`src/rtl/uart_iq_cmd_rx.sv`:
```
// UART receiver plus signed-decimal command parser for the q-axis target.
// Each CR/LF-terminated number updates the clamped o_iq_aim and pulses o_en.
module uart_iq_cmd_rx #(
  parameter logic [15:0] CLK_DIV  = 16'd320,
  parameter logic [15:0] IQ_LIMIT = 16'd1000
) (
  input  logic        clk,
  input  logic        rstn,
  input  logic        i_uart_rx,
  output logic [15:0] o_iq_aim,
  output logic        o_en,
  output logic        o_err
);

  typedef enum logic [1:0] {IDLE, START, DATA, STOP} rx_t;
  typedef enum logic [1:0] {P_IDLE, P_SIGN, P_DIG, P_ERR} ps_t;

  logic        s1, s2, s3;
  rx_t         rx_st, rx_nx;
  logic [15:0] cnt, cnt_nx;
  logic [2:0]  bidx, bidx_nx;
  logic [7:0]  sh, sh_nx;
  logic        byte_ok, frm_err, fall, expire;

  ps_t         ps, ps_nx;
  logic        neg, neg_nx;
  logic [16:0] acc, acc_nx, dig, mag;
  logic [2:0]  nd, nd_nx;
  logic [15:0] aim_nx;
  logic        en_nx, err_nx, bad;
  logic        go, is_dig, is_term, is_sp, is_sgn;

  assign fall   = s3 & ~s2;
  assign expire = (cnt == 16'd1);

  always_comb begin
    rx_nx   = rx_st;
    cnt_nx  = cnt;
    bidx_nx = bidx;
    sh_nx   = sh;
    byte_ok = 1'b0;
    frm_err = 1'b0;
    if (rx_st != IDLE) cnt_nx = cnt - 16'd1;
    unique case (rx_st)
      IDLE: if (fall) begin
        rx_nx  = START;
        cnt_nx = CLK_DIV >> 1;
      end
      START: if (expire) begin
        if (s2) begin
          rx_nx = IDLE;
        end else begin
          rx_nx   = DATA;
          cnt_nx  = CLK_DIV;
          bidx_nx = 3'd0;
        end
      end
      DATA: if (expire) begin
        sh_nx   = {s2, sh[7:1]};
        cnt_nx  = CLK_DIV;
        bidx_nx = bidx + 3'd1;
        if (bidx == 3'd7) rx_nx = STOP;
      end
      STOP: if (expire) begin
        rx_nx   = IDLE;
        byte_ok = s2;
        frm_err = ~s2;
      end
    endcase
  end

  // A framing error drives the parser like a byte that matches no class
  assign go      = byte_ok | frm_err;
  assign is_dig  = byte_ok && sh >= 8'h30 && sh <= 8'h39;
  assign is_term = byte_ok && (sh == 8'h0d || sh == 8'h0a);
  assign is_sp   = byte_ok && sh == 8'h20;
  assign is_sgn  = byte_ok && (sh == 8'h2d || sh == 8'h2b);
  assign dig     = {13'd0, sh[3:0]};
  assign mag     = (acc > {1'b0, IQ_LIMIT}) ? {1'b0, IQ_LIMIT} : acc;

  always_comb begin
    ps_nx  = ps;
    neg_nx = neg;
    acc_nx = acc;
    nd_nx  = nd;
    aim_nx = o_iq_aim;
    en_nx  = 1'b0;
    err_nx = 1'b0;
    bad    = 1'b0;
    if (go) begin
      unique case (ps)
        P_IDLE: if (is_sgn) begin
          neg_nx = (sh == 8'h2d);
          acc_nx = 17'd0;
          nd_nx  = 3'd0;
          ps_nx  = P_SIGN;
        end else if (is_dig) begin
          neg_nx = 1'b0;
          acc_nx = dig;
          nd_nx  = 3'd1;
          ps_nx  = P_DIG;
        end else if (!(is_term || is_sp)) begin
          bad = 1'b1;
        end
        P_SIGN: if (is_dig) begin
          acc_nx = dig;
          nd_nx  = 3'd1;
          ps_nx  = P_DIG;
        end else begin
          bad = 1'b1;
        end
        P_DIG: if (is_dig && nd < 3'd5) begin
          acc_nx = (acc << 3) + (acc << 1) + dig;
          nd_nx  = nd + 3'd1;
        end else if (is_term) begin
          ps_nx  = P_IDLE;
          en_nx  = 1'b1;
          aim_nx = neg ? 16'd0 - mag[15:0] : mag[15:0];
        end else begin
          bad = 1'b1;
        end
        P_ERR: if (is_term) ps_nx = P_IDLE;
      endcase
      if (bad) begin
        err_nx = 1'b1;
        ps_nx  = is_term ? P_IDLE : P_ERR;
      end
    end
  end

  always_ff @(posedge clk or negedge rstn) begin
    if (!rstn) begin
      s1       <= 1'b1;
      s2       <= 1'b1;
      s3       <= 1'b1;
      rx_st    <= IDLE;
      cnt      <= 16'd0;
      bidx     <= 3'd0;
      sh       <= 8'd0;
      ps       <= P_IDLE;
      neg      <= 1'b0;
      acc      <= 17'd0;
      nd       <= 3'd0;
      o_iq_aim <= 16'd0;
      o_en     <= 1'b0;
      o_err    <= 1'b0;
    end else begin
      s1       <= i_uart_rx;
      s2       <= s1;
      s3       <= s2;
      rx_st    <= rx_nx;
      cnt      <= cnt_nx;
      bidx     <= bidx_nx;
      sh       <= sh_nx;
      ps       <= ps_nx;
      neg      <= neg_nx;
      acc      <= acc_nx;
      nd       <= nd_nx;
      o_iq_aim <= aim_nx;
      o_en     <= en_nx;
      o_err    <= err_nx;
    end
  end

endmodule
```
`config.mk`:
```
export PLATFORM = sky130hd
export DESIGN_NAME = uart_iq_cmd_rx
export DESIGN_NICKNAME = d
export VERILOG_FILES = /design/src/rtl/uart_iq_cmd_rx.sv
export SDC_FILE = /design/constraint.sdc
export NUM_CORES = 1
export LEC_CHECK = 0
export CAP_MARGIN = 20
export CORE_MARGIN = 4
export CORE_UTILIZATION = 57
export CTS_BUF_LIST = sky130_fd_sc_hd__clkbuf_8
export DETAILED_ROUTE_END_ITERATION = 10
export PLACE_DENSITY = 0.79
export SLEW_MARGIN = 25
export SYNTH_ARGS = -nofsm -noshare
export SYNTH_HDL_FRONTEND = slang
export SYNTH_SLANG_ARGS = --single-unit
export TNS_END_PERCENT = 30
```
`constraint.sdc`:
```
create_clock -name clk -period 2.86 [get_ports clk]
set_input_delay 0.429 -clock clk [delete_from_list [all_inputs] [get_ports clk]]
set_output_delay 0.429 -clock clk [all_outputs]
set_load 0.1 [all_outputs]
```
# After elaboration in Yosys (flattened, before gate mapping)
# Index checks and enable logic that the tools add are counted.
[word_totals]
ff_bits = 73
wordCells = 125
output_inout_bits = 18
in_bits = 3
[op_classes]
mux = 54
n_addsub = 6
order_cmp = 4
n_reduce_logical = 22
n_eq_ne = 21
bitwise_logic = 4
[ops]
columns = ["cell", "count"]
rows = [
  ["2-to-1 mux 16 bit", 7],
  ["2-to-1 mux 17 bit", 3],
  ["case mux 17 bit (3 select lines)", 1],
  ["case mux 16 bit (3 select lines)", 1],
  ["== test 8 x 6 -> 1 bit (second input constant)", 3],
  ["2-to-1 mux 2 bit", 12],
  ["2-to-1 mux 1 bit", 19],
  ["2-to-1 mux 3 bit", 6],
  ["adder 17 bit", 1],
  ["adder 17 x 4 -> 17 bit", 1],
  ["greater-than comparator 17 x 10 -> 1 bit (second input constant)", 1],
  ["== test 16 x 1 -> 1 bit (second input constant)", 1],
  ["== test 8 x 4 -> 1 bit (second input constant)", 2],
  ["case mux 2 bit (4 select lines)", 2],
  ["subtractor 1 x 16 -> 16 bit (first input constant)", 1],
  ["subtractor 16 x 1 -> 16 bit (second input constant)", 1],
  ["inequality test 2 bit (second input constant)", 7],
  ["case mux 3 bit (3 select lines)", 1],
  ["== test 2 bit (second input constant)", 4],
  ["greater-or-equal comparator 8 x 6 -> 1 bit (second input constant)", 1],
  ["<= comparator 8 x 6 -> 1 bit (second input constant)", 1],
  ["AND reduction 4 bit", 2],
  ["adder 3 x 1 -> 3 bit (second input constant)", 2],
  ["logical AND 1 bit", 6],
  ["16 further kinds", 25],
]

# Depth between registers and ports, before layout
# Gate-level depths: netlist of run 1.
[depth]
word_depth = 12
depth_mapped = 12
ltp_nobuf = 11

# Worst setup path before layout of run 1
# No wires, ideal clock.
[synth_path]
path_kind = "register to register"
from = "reg acc[7]"
to = "reg o_iq_aim[8]"
period_less_slack_ps = 2732
n_path_buf = 1
stages_incl_launch_ff = 13
slack_ps = 128
required_time_ps = 2735
setup_ps = 125
arrival_time_ps = 2606
cell_sequence = "dfrtp_1 > and3_1 > o2111ai_1 > and3_1 > clkbuf_1 > nand2_1 > ha_1 > nand2_1 > or3_1 > or3_1 > a211oi_1 > a21oi_1 > mux2_2"
[synth_between]
elab_chain_len = 4
[synth_lines]
columns = ["item", "line_no", "text"]
rows = [
  ["from (decl)", "27", "logic [16:0] acc, acc_nx, dig, mag;"],
  ["from (signal assigned)", "157", "acc <= acc_nx;"],
  ["greater-than comparator 17 x 10 -> 1 bit", "79", "assign mag = (acc > {1'b0, IQ_LIMIT}) ? {1'b0, IQ_LIMIT} : acc;"],
  ["2-to-1 mux 16 bit (*)", "79", ""],
  ["subtractor 1 x 16 -> 16 bit", "118", "aim_nx = neg ? 16'd0 - mag[15:0] : mag[15:0];"],
  ["2-to-1 mux 16 bit (*)", "118", ""],
  ["to (signal assigned)", "159", "o_iq_aim <= aim_nx;"],
  ["to (decl)", "10", "output logic [15:0] o_iq_aim,"],
]
# Mark *: on every way between the ends. The rest lies on a longest branch, timed or not.
# A chain may end at the register's enable or synchronous reset.

# Worst setup path after layout of run 1
[layout_path]
from = "reg sh[3]"
to = "reg acc[15]"
[layout_between]
elab_chain_len = 6
elab_cells_between_ends = 16
classes_between = "add/sub: 1; order compare: 2; eq/ne: 3; mux: 4; reduce/logical: 6"
[layout_lines]
columns = ["item", "line_no", "text"]
rows = [
  ["from (decl)", "22", "logic [7:0] sh, sh_nx;"],
  ["from (signal assigned)", "154", "sh <= sh_nx;"],
  ["greater-or-equal comparator 8 x 6 -> 1 bit", "74", "assign is_dig = byte_ok && sh >= 8'h30 && sh <= 8'h39;"],
  ["logical AND 1 bit (2 in series)", "74", ""],
  ["2-to-1 mux 17 bit or logical AND 1 bit (tied branches)", "-", ""],
  ["2-to-1 mux 17 bit or inequality test 2 bit (tied branches)", "-", ""],
  ["case mux 17 bit (3 select lines) or AND reduction 3 bit (tied branches)", "-", ""],
]
# Several ways; a longest one is shown, not always the timed one. The select of a mux whose other input is x is not followed.

==> metrics.cfg, run 1 <==
[status]
status=complete, no violations

[drt]
drt_iter0_drc=130
drt_pre_antenna_iters=4
ant_nets=0
vias=4075
totalWireLength_um=10980
wl_per_cell_um=16.14
drc=0
viasPerCell=5.993

[floorplanning]
pin_count=21
die_x_um=99.66
dieHeight_um=99.66
die_area_mm2=0.009931
fp-row-count=33
core_area_mm2=0.008175
start_util_pct=58.57

[critical_path]
crit_path_max_fanout=3
slowest_delay_ns=0.50
crit_chain=fa_1 > ha_1 > a211oi_1 > nor2_1 > nor4_2 > o31ai_1 > o21ai_1 > mux2_2 > o21ai_1
critPathLaunchType=register
cpMostUsedCell=o21ai_1
cp.arrival_ns=3.02
crit_buf_inv=0
cp-end-kind=register
critPathKind=register to register
critical_path.top_delay_family=adder cells
slowest_stage=fa_1
cp.required_ns=3.15

[timing]
final.setup.tns_ns=0
setup_viol=0
final_hold_viol_count=0
drv_slew=0
fin_crit_ns=2.731
relSlewSlack_pct=40.44
post-route-period-util_pct=95.48
max_freq_mhz=366.2
skew_ns=0.01146
worst_slew_pin_slew_ns=0.8934

[clocking]
cts.sinks=73
clkTransAtPathRegs_ns=0.09
clockRootBuffer=clkbuf_8
htree_levels=3
clockBufferDepth=2
cts_made_buffers=9
clock_latency_ns=0.36
cts_tree=built
ctsHoldBuffers=0

[pwr]
p_leak_uw=0.002607
finalPower_uw=3039
ir_drop_mv=0.5042
power_density_mw_per_mm2=555.6

[grt]
grt_max_degree=74
grt_pass1_vias=3944
grt_usage_pct=23.19
grt_pass1_wl_um=18700
grt_overflow=0
antenna_found_initial=0

[cells_and_area]
drive_gt1_share_pct=17.74
n_antenna_cell=0
nNetsFinal=614
area_growth_pct=14.21

[synthesis]
ys_async_sr_fraction_pct=100.0
yosys_warnings=0
synth-seq-cells=73
synth_edf_count=0
ys_seq_area_share_pct=38.23
netlist_area_mm2=0.004788
yosysUniqueCellTypes=65
syn_inst=532
syn_area_per_cell_um2=9.001
synth_ff_type=dfrtp_1
synth_fp_nets=576

[place]
dp_hpwl_um=7933
io_buffers=20
gp_congestion=0.8873

[min_path]
hp-class=input port to async pin

[job]
max_cap_violations=0

## worst paths after layout
kind                       startpoint       to  slack [ns]  depth (start not counted)
max                             sh[3]  acc[15]        0.13                          9
min                              rstn  acc[16]        0.19                          1
max reg2reg                     sh[3]  acc[15]        0.13                          9
min reg2reg                        s1       s2        0.36                          0
max in group asynchronous        rstn    sh[2]        2.09                          1
min in group clk                   s1       s2        0.36                          0
## per-layer routing
layer | wire length, um | track usage, % | part of all wire, %
met5 | 0 | 0 | 0
met4 | 250 | 8.613 | 2.3
met3 | 356 | 3.717 | 3.2
met2 | 5494 | 39.00 | 50
met1 | 4877 | 30.22 | 44
## layout make-up
cell class	count	area, um2
Clock buffer	9	123.9
Clock inverter	7	126.4
Fill cell	648	2706
Inverter	15	56.30
Multi-Input combinational cell	427	2864
Sequential cell	73	1831
Tap cell	105	131.4
Timing Repair Buffer	44	336.6
## per-stage QoR
stage	hold slack, ns	worst slack, ns	cells	utilization [%]	cell area (um2)
floorplan	0.1334	0.1283	532	-	4788
global placement	0.3462	0.1298	664	63.21	5167
detailed placement	0.3495	-0.02745	664	63.21	5167
CTS	0.2300	0.06690	680	66.35	5424
global route	0.2702	-0.007416	680	66.90	5469
finish	0.1908	0.1293	680	66.90	5469
## cell families after synthesis
| kind of cell | count (synthesis) | synth area share (%) |
|---|---|---|
| buf+inv | 32 | 2.953 |
| xor+xnor | 20 | 3.658 |
| mux | 12 | 2.822 |
| flops | 73 | 38.23 |
| compound gates | 145 | 18.76 |
| fa+ha+maj | 41 | 11.03 |
| simple gates | 209 | 22.55 |
## synth_stat cells (5+ instances only)
library cell  instances  area (um2)
nor2b_1               6       37.54
or3_1                13       81.33
mux2_2               12       135.1
or2_2                 6       37.54
nand3_1              10       50.05
buf_2                 5       25.02
nand2_1              73       274.0
o21ai_0              39       195.2
a21o_1                6       45.04
nor3_1               15       75.07
nor4_1                5       31.28
xnor2_1               9       78.83
inv_1                15       56.30
o21a_1                5       37.54
ha_1                 39       488.0
nand2b_1              8       50.05
clkbuf_1             10       37.54
dfrtp_1              70        1752
o31ai_1               8       60.06
nor2_1               42       157.7
xor2_1               11       96.34
o21ai_1              12       60.06
o22ai_1               5       31.28
a21oi_1              35       175.2
## where the power goes
| part | switching (uW) | internal (uW) |
|---|---|---|
| Sequential | 162 | 1150 |
| Clock | 444 | 590 |
| Combinational | 393 | 299 |
| Total | 999 | 2040 |
## repair_timing
| action | CTS | global route |
|---|---|---|
| gates resized for setup | 1 | 12 |
| setup endpoints to repair | 1 | 4 |
| pin swaps | 0 | 1 |
| buffers inserted | 0 | 0 |
| hold endpoints to repair | 0 | 0 |
## flip-flops by register name, indices dropped and copies added (netlist names), 2 cells and up, named ones only
name	cells
acc	17
bidx	3
cnt	16
nd	3
o_iq_aim	16
ps	2
sh	8
## layout by cell type (no fill, tap or decap), types with 5 or more instances in the layout
cell type and count:
nand3_1 10, a21oi_1 34, xnor2_1 9, o21a_1 5, nor3_1 15, or3_1 11
clkbuf_8 9, inv_1 15, dfrtp_1 70, o21ai_0 38, mux2_2 12, buf_4 42
nand2b_1 8, o31ai_1 7, nor2b_1 5, ha_1 38, a21o_1 5, o21ai_1 13
or2_2 6, o22ai_1 5, nor2_1 42, nand2_1 73, xor2_1 11
No activity file was read; power rests on OpenSTA's default activity.
==> run 2, diff against run 1 <==
--- a/config.mk
+++ b/config.mk
@@ -6,11 +6,14 @@
 export NUM_CORES = 1
 export LEC_CHECK = 0
 export CAP_MARGIN = 20
+export CORE_ASPECT_RATIO = 0.5
 export CORE_MARGIN = 4
 export CORE_UTILIZATION = 57
 export CTS_BUF_LIST = sky130_fd_sc_hd__clkbuf_8
 export DETAILED_ROUTE_END_ITERATION = 10
+export HOLD_SLACK_MARGIN = 0.15
 export PLACE_DENSITY = 0.79
+export SKIP_LAST_GASP = 1
 export SLEW_MARGIN = 25
 export SYNTH_ARGS = -nofsm -noshare
 export SYNTH_HDL_FRONTEND = slang
==> run 2 against run 1 <==
Net effect: sequential cell count is the same; clock power shrank 23%; clock skew is essentially flat; global-route usage fell by 0.15 points; critical endpoint is now acc[16].
==> metrics.cfg, run 2 (synthesized netlist as in run 1, its figures left out) <==
[pwr]
power_switching_uw=931.7
comb_power_share_pct=23.6
seqPwrFrac_pct=47.6
p_leak_uw=0.002597
swShare_pct=33.78
power_density_mw_per_mm2=508.8
p_int_uw=1827
finalPower_uw=2758
ir_drop_mv=0.4478
clock_power_share_pct=28.7

[floorplanning]
fp-row-count=23
core_area_mm2=0.008087
pin_count=21
dieHeight_um=72.81
die_x_um=137.6
die_area_mm2=0.01002
start_util_pct=59.21

[drt]
ant_nets=0
vias=4023
viasPerCell=5.830
totalWireLength_um=10640
drc=0
drt_pre_antenna_iters=4
wl_per_cell_um=15.41
drt_iter0_drc=235

[grt]
grt_overflow=0
grt_pass1_vias=4061
grt_pass1_wl_um=18370
grt_max_degree=74
grt_usage_pct=23.05
antenna_found_initial=0

[clocking]
cts.sinks=73
clockBufferDepth=2
cts_made_buffers=9
clkTransAtPathRegs_ns=0.08
cts_tree=built
clockRootBuffer=clkbuf_8
clock_latency_ns=0.37
htree_levels=3

[status]
status=complete, no violations

[cells_and_area]
nNetsFinal=617
layout_commonest_cell=nand2_1
largest_registers=acc (17), cnt (16), o_iq_aim (16)
drive_gt1_share_pct=17.30
postLayoutCoreUtil_pct=67.04
nFillCells=650
n_antenna_cell=0
finalInstanceArea_mm2=0.005421
largest_reg_flops=17
final_cell_mix=73 x nand2_1, 66 x dfrtp_1, 44 x buf_4, 42 x nor2_1, 39 x ha_1
largest_register=acc
area_growth_pct=13.22

[min_path]
hold_start=s1
hp-class=register to register
holdPathStages=0
hold_path_end=s2

[critical_path]
cp.arrival_ns=3.05
slowest_stage=fa_1
cp-end-kind=register
crit_buf_inv=1
reg2regPathDepth=10
worstReg2RegEnd=acc[16]
slowest_delay_ns=0.54
crit_chain=fa_1 > inv_1 > fa_1 > nor2b_2 > o31ai_2 > a21oi_1 > a41o_1 > o221a_2 > xnor2_1 > o21ai_0
cpMostUsedCell=fa_1
critPathLaunchType=register
critPathKind=register to register
reg2reg_from=acc[0]
critical_path.top_delay_family=adder cells
cp.required_ns=3.11
crit_path_max_fanout=6
reg2reg_slack_ns=0.06

[timing]
worst_slew_pin_slew_ns=0.7012
post-route-period-util_pct=97.97
setup_viol=0
whs_ns=0.3578
finalWorstSetupSlack_ns=0.05815
fin_crit_ns=2.802
rsz0062_at_grt=yes
max_freq_mhz=356.9
final_hold_viol_count=0
relSlewSlack_pct=52.05
skew_ns=0.01132
drv_slew=0

[place]
pre_cts_ws_ns=-0.02887
dp_hpwl_um=7789
io_buffers=20
postPlaceCellArea_mm2=0.005161
gp_congestion=0.9062

[job]
max_cap_violations=0

[run 2: cell count changes in the layout (fill, tap and decap cells not counted), sizes merged]
cell | before | now
buf | 43 | 45
bufinv | 3 | 1
clkinv | 1 | 3
dlygate4sd3 | 0 | 1
[run 2: routing by layer]
layer  GRT usage (%)  part of all wire [%]  vias up
met5               0                     0        -
met4           7.854                   1.6        0
met3           5.579                   3.6       16
met2           40.60                    49       66
met1           27.98                    46     1925
li1                -                     -     2016
[run 2: cell type report]
class | count | area [um2] | area share, %
sequential | 73 | 1836 | 33.86
multi-input combinational | 427 | 2840 | 52.39
clock buffer | 9 | 123.9 | 2.285
clock inverter | 7 | 63.81 | 1.177
timing repair buffer | 47 | 361.6 | 6.670
tap | 112 | 140.1 | 2.585
inverter | 15 | 56.30 | 1.039
[run 2: power by group through the flow]
stage	Sequential (uW)	Clock [uW]	Combinational, uW
5_1_grt	1340	857	741
2_1_floorplan	1300	0	502
3_5_place_dp	1330	0	646
3_3_place_gp	1330	0	625
4_1_cts	1310	802	649
6_report	1310	792	652
[run 2: per-stage QoR]
| step | instances | TNS [ns] |
|---|---|---|
| CTS | 685 | 0 |
| detailed placement | 669 | -0.02887 |
| finish | 690 | 0 |
| floorplan | 532 | 0 |
| global placement | 669 | 0 |
| global route | 690 | -0.1637 |
[run 2: worst max path at each step]
stage	from	endpoint	slack, ns	cells past startpoint
global route	acc[0]	acc[16]	-0.10	10
CTS	acc[0]	acc[16]	0.04	10
finish	acc[0]	acc[16]	0.06	10
floorplan	acc[7]	o_iq_aim[8]	0.13	12
detailed placement	acc[0]	acc[15]	-0.03	9
global placement	acc[0]	acc[15]	0.1	9
[run 2: timing repair]
item	4_1_cts	5_1_grt
resized for setup	1	9
pin swaps	0	2
endpoints found under the setup margin	1	4
setup buffers	0	4
endpoints found under the hold margin	0	50
hold buffers	0	1
==> run 3, diff against run 2 <==
--- a/config.mk
+++ b/config.mk
@@ -7,12 +7,11 @@
 export LEC_CHECK = 0
 export CAP_MARGIN = 20
 export CORE_ASPECT_RATIO = 0.5
-export CORE_MARGIN = 4
-export CORE_UTILIZATION = 57
+export CORE_UTILIZATION = 53
 export CTS_BUF_LIST = sky130_fd_sc_hd__clkbuf_8
 export DETAILED_ROUTE_END_ITERATION = 10
 export HOLD_SLACK_MARGIN = 0.15
-export PLACE_DENSITY = 0.79
+export PLACE_DENSITY = 0.74
 export SKIP_LAST_GASP = 1
 export SLEW_MARGIN = 25
 export SYNTH_ARGS = -nofsm -noshare
==> run 3 against run 2 <==
Net effect: worst hold slack is essentially flat; maximum frequency is 4.1% higher; global-route usage up 2.1 points; routed wire length hardly changed; critical path type unchanged; largest power group unchanged; combinational power hardly changed.
==> metrics.cfg, run 3 (synthesized netlist as in run 1, its figures left out) <==
[status]
status=complete, no violations

[clocking]
cts_tree=built
clkTransAtPathRegs_ns=0.08
clockRootBuffer=clkbuf_8
clock_latency_ns=0.37
cts.sinks=73
clockBufferDepth=2
cts_made_buffers=9
htree_levels=3

[critical_path]
cp-startpoint=cnt[7]
cp-end-kind=register
crit_path_max_fanout=18
critPathLaunchType=register
cp.required_ns=3.12
worstReg2RegEnd=acc[15]
crit_path_end=acc[15]
cp.arrival_ns=2.95
reg2regPathDepth=7
reg2reg_slack_ns=0.17
reg2reg_from=cnt[7]
critPathKind=register to register

[grt]
antenna_found_initial=0
grt_max_degree=74
grt_pass1_vias=3943
grt_usage_pct=25.12
grt_overflow=0
grt_pass1_wl_um=18630

[floorplanning]
fp-row-count=24
pin_count=21
die_x_um=136.4
die_area_mm2=0.009442
start_util_pct=54.80
dieHeight_um=69.21
core_area_mm2=0.008738

[min_path]
hold_start=s1
hp-class=register to register
holdPathStages=0

[cells_and_area]
area_growth_pct=13.72
final_cell_mix=73 x nand2_1, 68 x dfrtp_1, 42 x nor2_1, 42 x buf_4
multi_input_area_mm2=0.002851
n_antenna_cell=0
layout_commonest_cell=nand2_1
largest_registers=acc (17), cnt (16), o_iq_aim (16)
nNetsFinal=615
nFillCells=744
layoutNonFillerInstCount=693
register_area_mm2=0.001833
largest_reg_flops=17
largest_register=acc
drive_gt1_share_pct=17.19

[timing]
skew_ns=0.009249
rsz0062_at_grt=yes
worst_slew_pin_slew_ns=0.6414
setup_viol=0
max_freq_mhz=371.5
final_hold_viol_count=0
fin_crit_ns=2.692
drv_slew=0
relSlewSlack_pct=56.13
post-route-period-util_pct=94.13

[pwr]
finalPower_uw=2847
ir_drop_mv=0.4377
power_density_mw_per_mm2=522.9
p_leak_uw=0.002596

[drt]
drt_pre_antenna_iters=6
ant_nets=0
vias=4024
totalWireLength_um=10640
wl_per_cell_um=15.35
drt_iter0_drc=293
drc=0
viasPerCell=5.807

[place]
gp_congestion=0.8532
io_buffers=20
dp.cells=675
dp_hpwl_um=7723

[job]
max_cap_violations=0

run 3: area by class of cell:
cell class,instances,area share (%)
clock buffer,9,2.275
clock inverter,7,1.608
inverter,15,1.034
multi-input combinational,427,52.37
sequential,73,33.66
tap,117,2.688
timing repair buffer,45,6.365
run 3: how the worst min path moves through the flow:
| stage | to | slack [ns] |
|---|---|---|
| finish | s2 | 0.36 |
| floorplan | async pin | 0.13 |
| detailed placement | s2 | 0.35 |
| CTS | acc[8] | 0.24 |
| global route | s2 | 0.37 |
| global placement | s2 | 0.35 |
run 3: critical path, stage by stage, from the launching register on:
cell,delay [ns]
dfrtp_1,0.44
nor4_4,0.40
nand4_1,0.25
or3_1,0.42
o31a_1,0.31
a21o_1,0.43
a21oi_1,0.23
o21ai_1,0.08
run 3: routing by layer:
layer,global-route usage (%),vias up,share of wire (%)
met4,7.531,0,1.2
met2,42.24,61,48
li1,-,2018,-
met3,5.336,14,3.7
met5,0,-,0
met1,32.51,1931,47
run 3: what timing repair did:
action	CTS	global route
setup buffers	0	1
hold endpoints to repair	0	18
hold buffers	0	1
cloned	0	0
gates resized for setup	1	10
setup endpoints to repair	1	6
pin swaps	0	1
run 3: report_power, final:
| group | internal (uW) | total (uW) | switching, uW |
|---|---|---|---|
| combinational | 281 | 650 | 369 |
| clock | 483 | 880 | 397 |
| sequential | 1150 | 1320 | 167 |
run 3: metrics by stage:
step	hold slack [ns]	setup WS [ns]	instance area (um2)	util, %	TNS [ns]
3_5_place_dp	0.3479	-0.007542	5175	59.22	-0.007542
2_1_floorplan	0.1334	0.1283	4788	-	0
3_3_place_gp	0.3458	0.08276	5175	59.22	0
5_1_grt	0.3663	-0.02361	5445	62.31	-0.03536
4_1_cts	0.2392	0.05515	5386	61.64	0
6_report	0.3579	0.1680	5445	62.31	0
